<file path="config.mk">
export PLATFORM = sky130hd
export DESIGN_NAME = hazard_forward_unit
export DESIGN_NICKNAME = d
export VERILOG_FILES = /design/src/rtl/hazard_forward_unit.sv
export SDC_FILE = /design/constraint.sdc
export NUM_CORES = 1
export LEC_CHECK = 0
export BUFFER_PORTS_ARGS = -buffer_cell sky130_fd_sc_hd__buf_2
export CAP_MARGIN = 30
export CORE_UTILIZATION = 42
export CTS_CLUSTER_DIAMETER = 30
export DETAILED_ROUTE_END_ITERATION = 10
export GPL_ROUTABILITY_DRIVEN = 0
export PLACE_DENSITY = 0.67
export SYNTH_ARGS = -nofsm -noshare
export SYNTH_HDL_FRONTEND = slang
export SYNTH_SLANG_ARGS = --single-unit
export TNS_END_PERCENT = 1
</file>
<file path="constraint.sdc">
create_clock -name clk -period 1.8 [get_ports clk]
set_input_delay 0.09 -clock clk [delete_from_list [all_inputs] [get_ports clk]]
set_output_delay 0.09 -clock clk [all_outputs]
set_load 0.03 [all_outputs]
</file>
<file path="src/rtl/hazard_forward_unit.sv">
// Hazard and forwarding unit for a five-stage in-order pipeline.
// Tracks the producers in the EX and MEM slots and compares them against the
// source registers of the instruction in ID. It produces registered forwarding
// selects for the consumer's EXE cycle, plus a combinational load-use stall.
module hazard_forward_unit (
    input  logic        clk,
    input  logic        rst_n,
    input  logic        id_valid,
    input  logic [4:0]  id_rs1_addr,
    input  logic [4:0]  id_rs2_addr,
    input  logic        id_rs1_used,
    input  logic        id_rs2_used,
    input  logic [4:0]  id_rd_addr,
    input  logic        id_reg_write,
    input  logic        id_mem_read,
    input  logic        stall_in,
    input  logic        flush,
    output logic        rs1_exe_hazard,
    output logic        rs1_mem_hazard,
    output logic        rs2_exe_hazard,
    output logic        rs2_mem_hazard,
    output logic        lu_stall,
    output logic [15:0] lu_stall_cnt
);

    // EX slot mirrors ID/EXE; MEM slot mirrors EXE/MEM.
    logic        ex_valid_q,  ex_valid_d;
    logic [4:0]  ex_rd_q,     ex_rd_d;
    logic        ex_wr_q,     ex_wr_d;
    logic        ex_load_q,   ex_load_d;
    logic        mem_valid_q, mem_valid_d;
    logic [4:0]  mem_rd_q,    mem_rd_d;
    logic        mem_wr_q,    mem_wr_d;

    logic        rs1_exe_q, rs1_exe_d;
    logic        rs1_mem_q, rs1_mem_d;
    logic        rs2_exe_q, rs2_exe_d;
    logic        rs2_mem_q, rs2_mem_d;
    logic [15:0] cnt_q,     cnt_d;

    logic ex_m1, ex_m2, mem_m1, mem_m2;
    logic lu_stall_c;

    // A slot feeds a source only if both are real, the producer writes the
    // register, and the register is not x0 (hardwired zero never forwards).
    function automatic logic slot_match(
        input logic       slot_valid,
        input logic       slot_wr,
        input logic [4:0] slot_rd,
        input logic       src_used,
        input logic [4:0] src_addr
    );
        return id_valid && src_used && slot_valid && slot_wr &&
               (slot_rd == src_addr) && (src_addr != 5'd0);
    endfunction

    // Source matches against both slots and the load-use stall decision.
    always_comb begin
        ex_m1  = slot_match(ex_valid_q,  ex_wr_q,  ex_rd_q,  id_rs1_used, id_rs1_addr);
        ex_m2  = slot_match(ex_valid_q,  ex_wr_q,  ex_rd_q,  id_rs2_used, id_rs2_addr);
        mem_m1 = slot_match(mem_valid_q, mem_wr_q, mem_rd_q, id_rs1_used, id_rs1_addr);
        mem_m2 = slot_match(mem_valid_q, mem_wr_q, mem_rd_q, id_rs2_used, id_rs2_addr);
        // A load still in EX has no data to forward yet, so the consumer waits.
        lu_stall_c = ex_valid_q && ex_load_q && (ex_m1 || ex_m2) && !stall_in && !flush;
    end

    // Next-state selection: stall_in > flush > load-use bubble > normal advance.
    always_comb begin
        // NOTE: every output of this block gets a default first, so no path can leave one unassigned and infer a latch.
        ex_valid_d  = ex_valid_q;
        ex_rd_d     = ex_rd_q;
        ex_wr_d     = ex_wr_q;
        ex_load_d   = ex_load_q;
        mem_valid_d = mem_valid_q;
        mem_rd_d    = mem_rd_q;
        mem_wr_d    = mem_wr_q;
        rs1_exe_d   = rs1_exe_q;
        rs1_mem_d   = rs1_mem_q;
        rs2_exe_d   = rs2_exe_q;
        rs2_mem_d   = rs2_mem_q;
        cnt_d       = cnt_q;

        if (stall_in) begin
            // Whole pipeline frozen: hold everything.
        end else if (flush || lu_stall_c) begin
            // Bubble into EX, the old EX producer still retires into MEM.
            ex_valid_d  = 1'b0;
            mem_valid_d = ex_valid_q;
            mem_rd_d    = ex_rd_q;
            mem_wr_d    = ex_wr_q;
            rs1_exe_d   = 1'b0;
            rs1_mem_d   = 1'b0;
            rs2_exe_d   = 1'b0;
            rs2_mem_d   = 1'b0;
            if (lu_stall_c && (cnt_q != 16'hFFFF)) begin
                cnt_d = cnt_q + 16'd1;
            end
        end else begin
            rs1_exe_d   = ex_m1;
            rs1_mem_d   = mem_m1;
            rs2_exe_d   = ex_m2;
            rs2_mem_d   = mem_m2;
            ex_valid_d  = id_valid;
            ex_rd_d     = id_rd_addr;
            ex_wr_d     = id_reg_write;
            ex_load_d   = id_mem_read;
            mem_valid_d = ex_valid_q;
            mem_rd_d    = ex_rd_q;
            mem_wr_d    = ex_wr_q;
        end
    end

    // State registers with asynchronous active-low clear.
    always_ff @(posedge clk or negedge rst_n) begin
        if (!rst_n) begin
            ex_valid_q  <= 1'b0;
            ex_rd_q     <= 5'd0;
            ex_wr_q     <= 1'b0;
            ex_load_q   <= 1'b0;
            mem_valid_q <= 1'b0;
            mem_rd_q    <= 5'd0;
            mem_wr_q    <= 1'b0;
            rs1_exe_q   <= 1'b0;
            rs1_mem_q   <= 1'b0;
            rs2_exe_q   <= 1'b0;
            rs2_mem_q   <= 1'b0;
            cnt_q       <= 16'd0;
        end else begin
            // NOTE: non-blocking assignments make every flop sample the pre-edge value, independent of statement order.
            ex_valid_q  <= ex_valid_d;
            ex_rd_q     <= ex_rd_d;
            ex_wr_q     <= ex_wr_d;
            ex_load_q   <= ex_load_d;
            mem_valid_q <= mem_valid_d;
            mem_rd_q    <= mem_rd_d;
            mem_wr_q    <= mem_wr_d;
            rs1_exe_q   <= rs1_exe_d;
            rs1_mem_q   <= rs1_mem_d;
            rs2_exe_q   <= rs2_exe_d;
            rs2_mem_q   <= rs2_mem_d;
            cnt_q       <= cnt_d;
        end
    end

    assign rs1_exe_hazard = rs1_exe_q;
    assign rs1_mem_hazard = rs1_mem_q;
    assign rs2_exe_hazard = rs2_exe_q;
    assign rs2_mem_hazard = rs2_mem_q;
    assign lu_stall       = lu_stall_c;
    assign lu_stall_cnt   = cnt_q;

endmodule

</file>
==> results.json <==
{
  "dr.pass1.iters": 4,
  "clkTransAtPathRegs_ns": 0.08,
  "coreArea_um2": 4380,
  "grt_pass1_wl_mm": 8.30,
  "wirelength_mm": 4.88,
  "placed_area_um2": 2460,
  "status": "finished, violations left",
  "cellPowerDensity_nw_per_um2": 691,
  "area_growth_syn_to_layout_pct": 40.7,
  "cts.sinks": 35,
  "ys_async_sr_fraction": 1.00,
  "startpoint_type": "flop",
  "initial_core_util": 0.442,
  "hpwlAfterDp_mm": 3.59,
  "grt_max_degree": 26,
  "drcViolationCount": 0,
  "fp.dieArea_um2": 4890,
  "h-tree-depth": 2,
  "finish.instance_area_um2": 2730,
  "grt_pass1_vias": 1760,
  "tns_ns": -1.71,
  "synthXorXnorAreaFrac": 0.158,
  "fin_skew_ns": 0.0113,
  "cts_root_buf": "clkbuf_8",
  "clockBufferDepth": 2,
  "final_nets": 294,
  "antenna_found_initial": 0,
  "post_synth.cell_area_avg_um2": 10.4,
  "synthMuxAreaShare": 0.0465,
  "synth_adder_area_share": 0.00646,
  "drive_gt1_frac": 0.481,
  "final_util": 0.622,
  "cts_tree": "done",
  "synth-seq-cells": 35,
  "routed_via_density": 5.33,
  "chipHeight_um": 69.9,
  "ir_worst_vdd_mv": 0.389,
  "synth_compound_area_frac": 0.105,
  "ioPinCount": 45,
  "grt.overflow.total": 0,
  "mostFrequentLayoutCells": "buf_2, buf_4, dfrtp_1",
  "hold_violations": 0,
  "r2r_cells": 6,
  "vias": 1716,
  "critical_path_class": "flop to flop",
  "fmax_mhz": 513,
  "synth_cell_types": 34,
  "synth_edf_count": 0,
  "tightest_slew_ns": 0.561,
  "mostFrequentLayoutCell": "buf_2",
  "portBuffers": 44,
  "maxSlewHeadroom": 0.626,
  "grt_use_total": 0.217,
  "ys_seq_area_frac": 0.452,
  "clkLatencyLatePin_ns": 0.29,
  "hold_class": "input port to flop",
  "period_share": 1.08,
  "num_rows": 24,
  "drv_slew": 0,
  "hold_depth": 3,
  "crit_path_max_fanout": 13,
  "die_x_um": 69.9,
  "worst-r2r-setup-slack_ns": -0.15,
  "postRouteAntennaNets": 0,
  "syn_inst": 186,
  "ys.flop_type": "dfrtp_1",
  "p_leak_uw": 0.00133,
  "period_minus_slack_ns": 1.95,
  "synth_area_um2": 1940,
  "cp.required_ns": 2.00,
  "rsz0062_at_grt": "yes",
  "drv_cap": 0,
  "endpoint_kind": "flop",
  "antennaDiodeCount": 0,
  "ys_warn_count": 0,
  "setup_slack_ns": -0.149,
  "violations": "setup timing",
  "drt-wirelength-per-cell_um": 15.2,
  "syn_nets": 211,
  "setup_violations": 23,
  "arrival_ns": 2.15,
  "cts_made_buffers": 5,
  "synthSimpleGateAreaFrac": 0.207,
  "drtIter0Drc": 73,
  "synth_top_family_by_area": "simple AND/OR/NAND/NOR gates",
  "place_ws_ns": -0.223
}
routing by layer:
layer / track usage / routed length, µm / vias up
met3: 0.0491 / 199 / 5
li1: - / - / 836
met4: 0.0533 / 48 / 0
met2: 0.366 / 2390 / 42
met1: 0.282 / 2240 / 833
met5: 0 / 0 / -
report_power, final:
group	total (µW)	internal (µW)	leakage, µW	switching (µW)
combinational	370	208	0.000829	162
clock	636	350	0.0000515	287
sequential	877	833	0.000448	43.7
worst paths after layout:
check / startpoint / end
worst max-delay path: ex_rd_q[1] / lu_stall_cnt[13]
worst min-delay path: id_reg_write / ex_wr_q
worst max register to register: ex_rd_q[1] / lu_stall_cnt[13]
worst min register to register: lu_stall_cnt[10] / lu_stall_cnt[10]
max in group asynchronous: rst_n / lu_stall_cnt[10]
min in group asynchronous: rst_n / ex_valid_q
cell usage after synthesis (2+ instances only):
library cell,instances,area (µm²)
a31o_2,5,43.8
a32o_1,5,50.1
and3_1,2,12.5
buf_6,2,22.5
clkbuf_1,4,15.0
dfrtp_1,35,876
mux2_2,7,78.8
nand2_1,17,63.8
nand3_1,7,35.0
nand4_1,11,68.8
nor2_1,12,45.0
nor3_1,4,20.0
nor3_2,2,20.0
nor3b_1,3,22.5
nor4_1,4,25.0
nor4_2,2,25.0
nor4b_2,2,30.0
o21ai_0,13,65.1
xnor2_1,15,131
xor2_1,20,175
area by class of cell:
cell class / instances / area (µm²)
fill: 379 / 1660
multi-input combinational: 143 / 1130
sequential: 35 / 888
timing repair buffer: 83 / 537
clock buffer: 8 / 100
tap: 52 / 65.1
inverter: 1 / 3.75
kinds of logic after synthesis:
| group | after synthesis |
|---|---|
| multiplexers | 8 |
| AND/OR/NAND/NOR | 71 |
| buffers and inverters | 8 |
| flip-flops | 35 |
| adder cells (fa/ha/maj) | 1 |
| AO/OA/AOI/OAI | 28 |
| XOR/XNOR | 35 |
stage by stage:
step	std cells	hold slack [ns]	total power, µW
finish	322	0.0243	1880
floorplan	186	-0.206	1050
global placement	308	0.123	1200
global route	322	0.0153	1980
detailed placement	308	0.119	1210
CTS	322	0.0198	1890
state kept, by name, indices dropped and copies added (netlist names):
name            count
ex_load_q           1
ex_rd_q             5
ex_valid_q          1
ex_wr_q             1
lu_stall_cnt       16
mem_rd_q            5
mem_valid_q         1
mem_wr_q            1
rs1_exe_hazard      1
rs1_mem_hazard      1
rs2_exe_hazard      1
rs2_mem_hazard      1
worst max-delay path, stage by stage (launching register included):
cell     delay (ns)
dfrtp_1        0.39
xor2_1         0.17
or3_1          0.31
o32a_1         0.37
buf_6          0.18
nor4b_2        0.28
xor2_1         0.16
what timing repair did:
item / CTS / global route
hold buffers: 1 / 0
endpoints found under the setup margin: 26 / 25
hold endpoints to repair: 23 / 0
resized for setup: 21 / 1
setup buffers: 5 / 0
pin swaps: 10 / 2
Note: power is estimated with default switching activity, not from simulation.
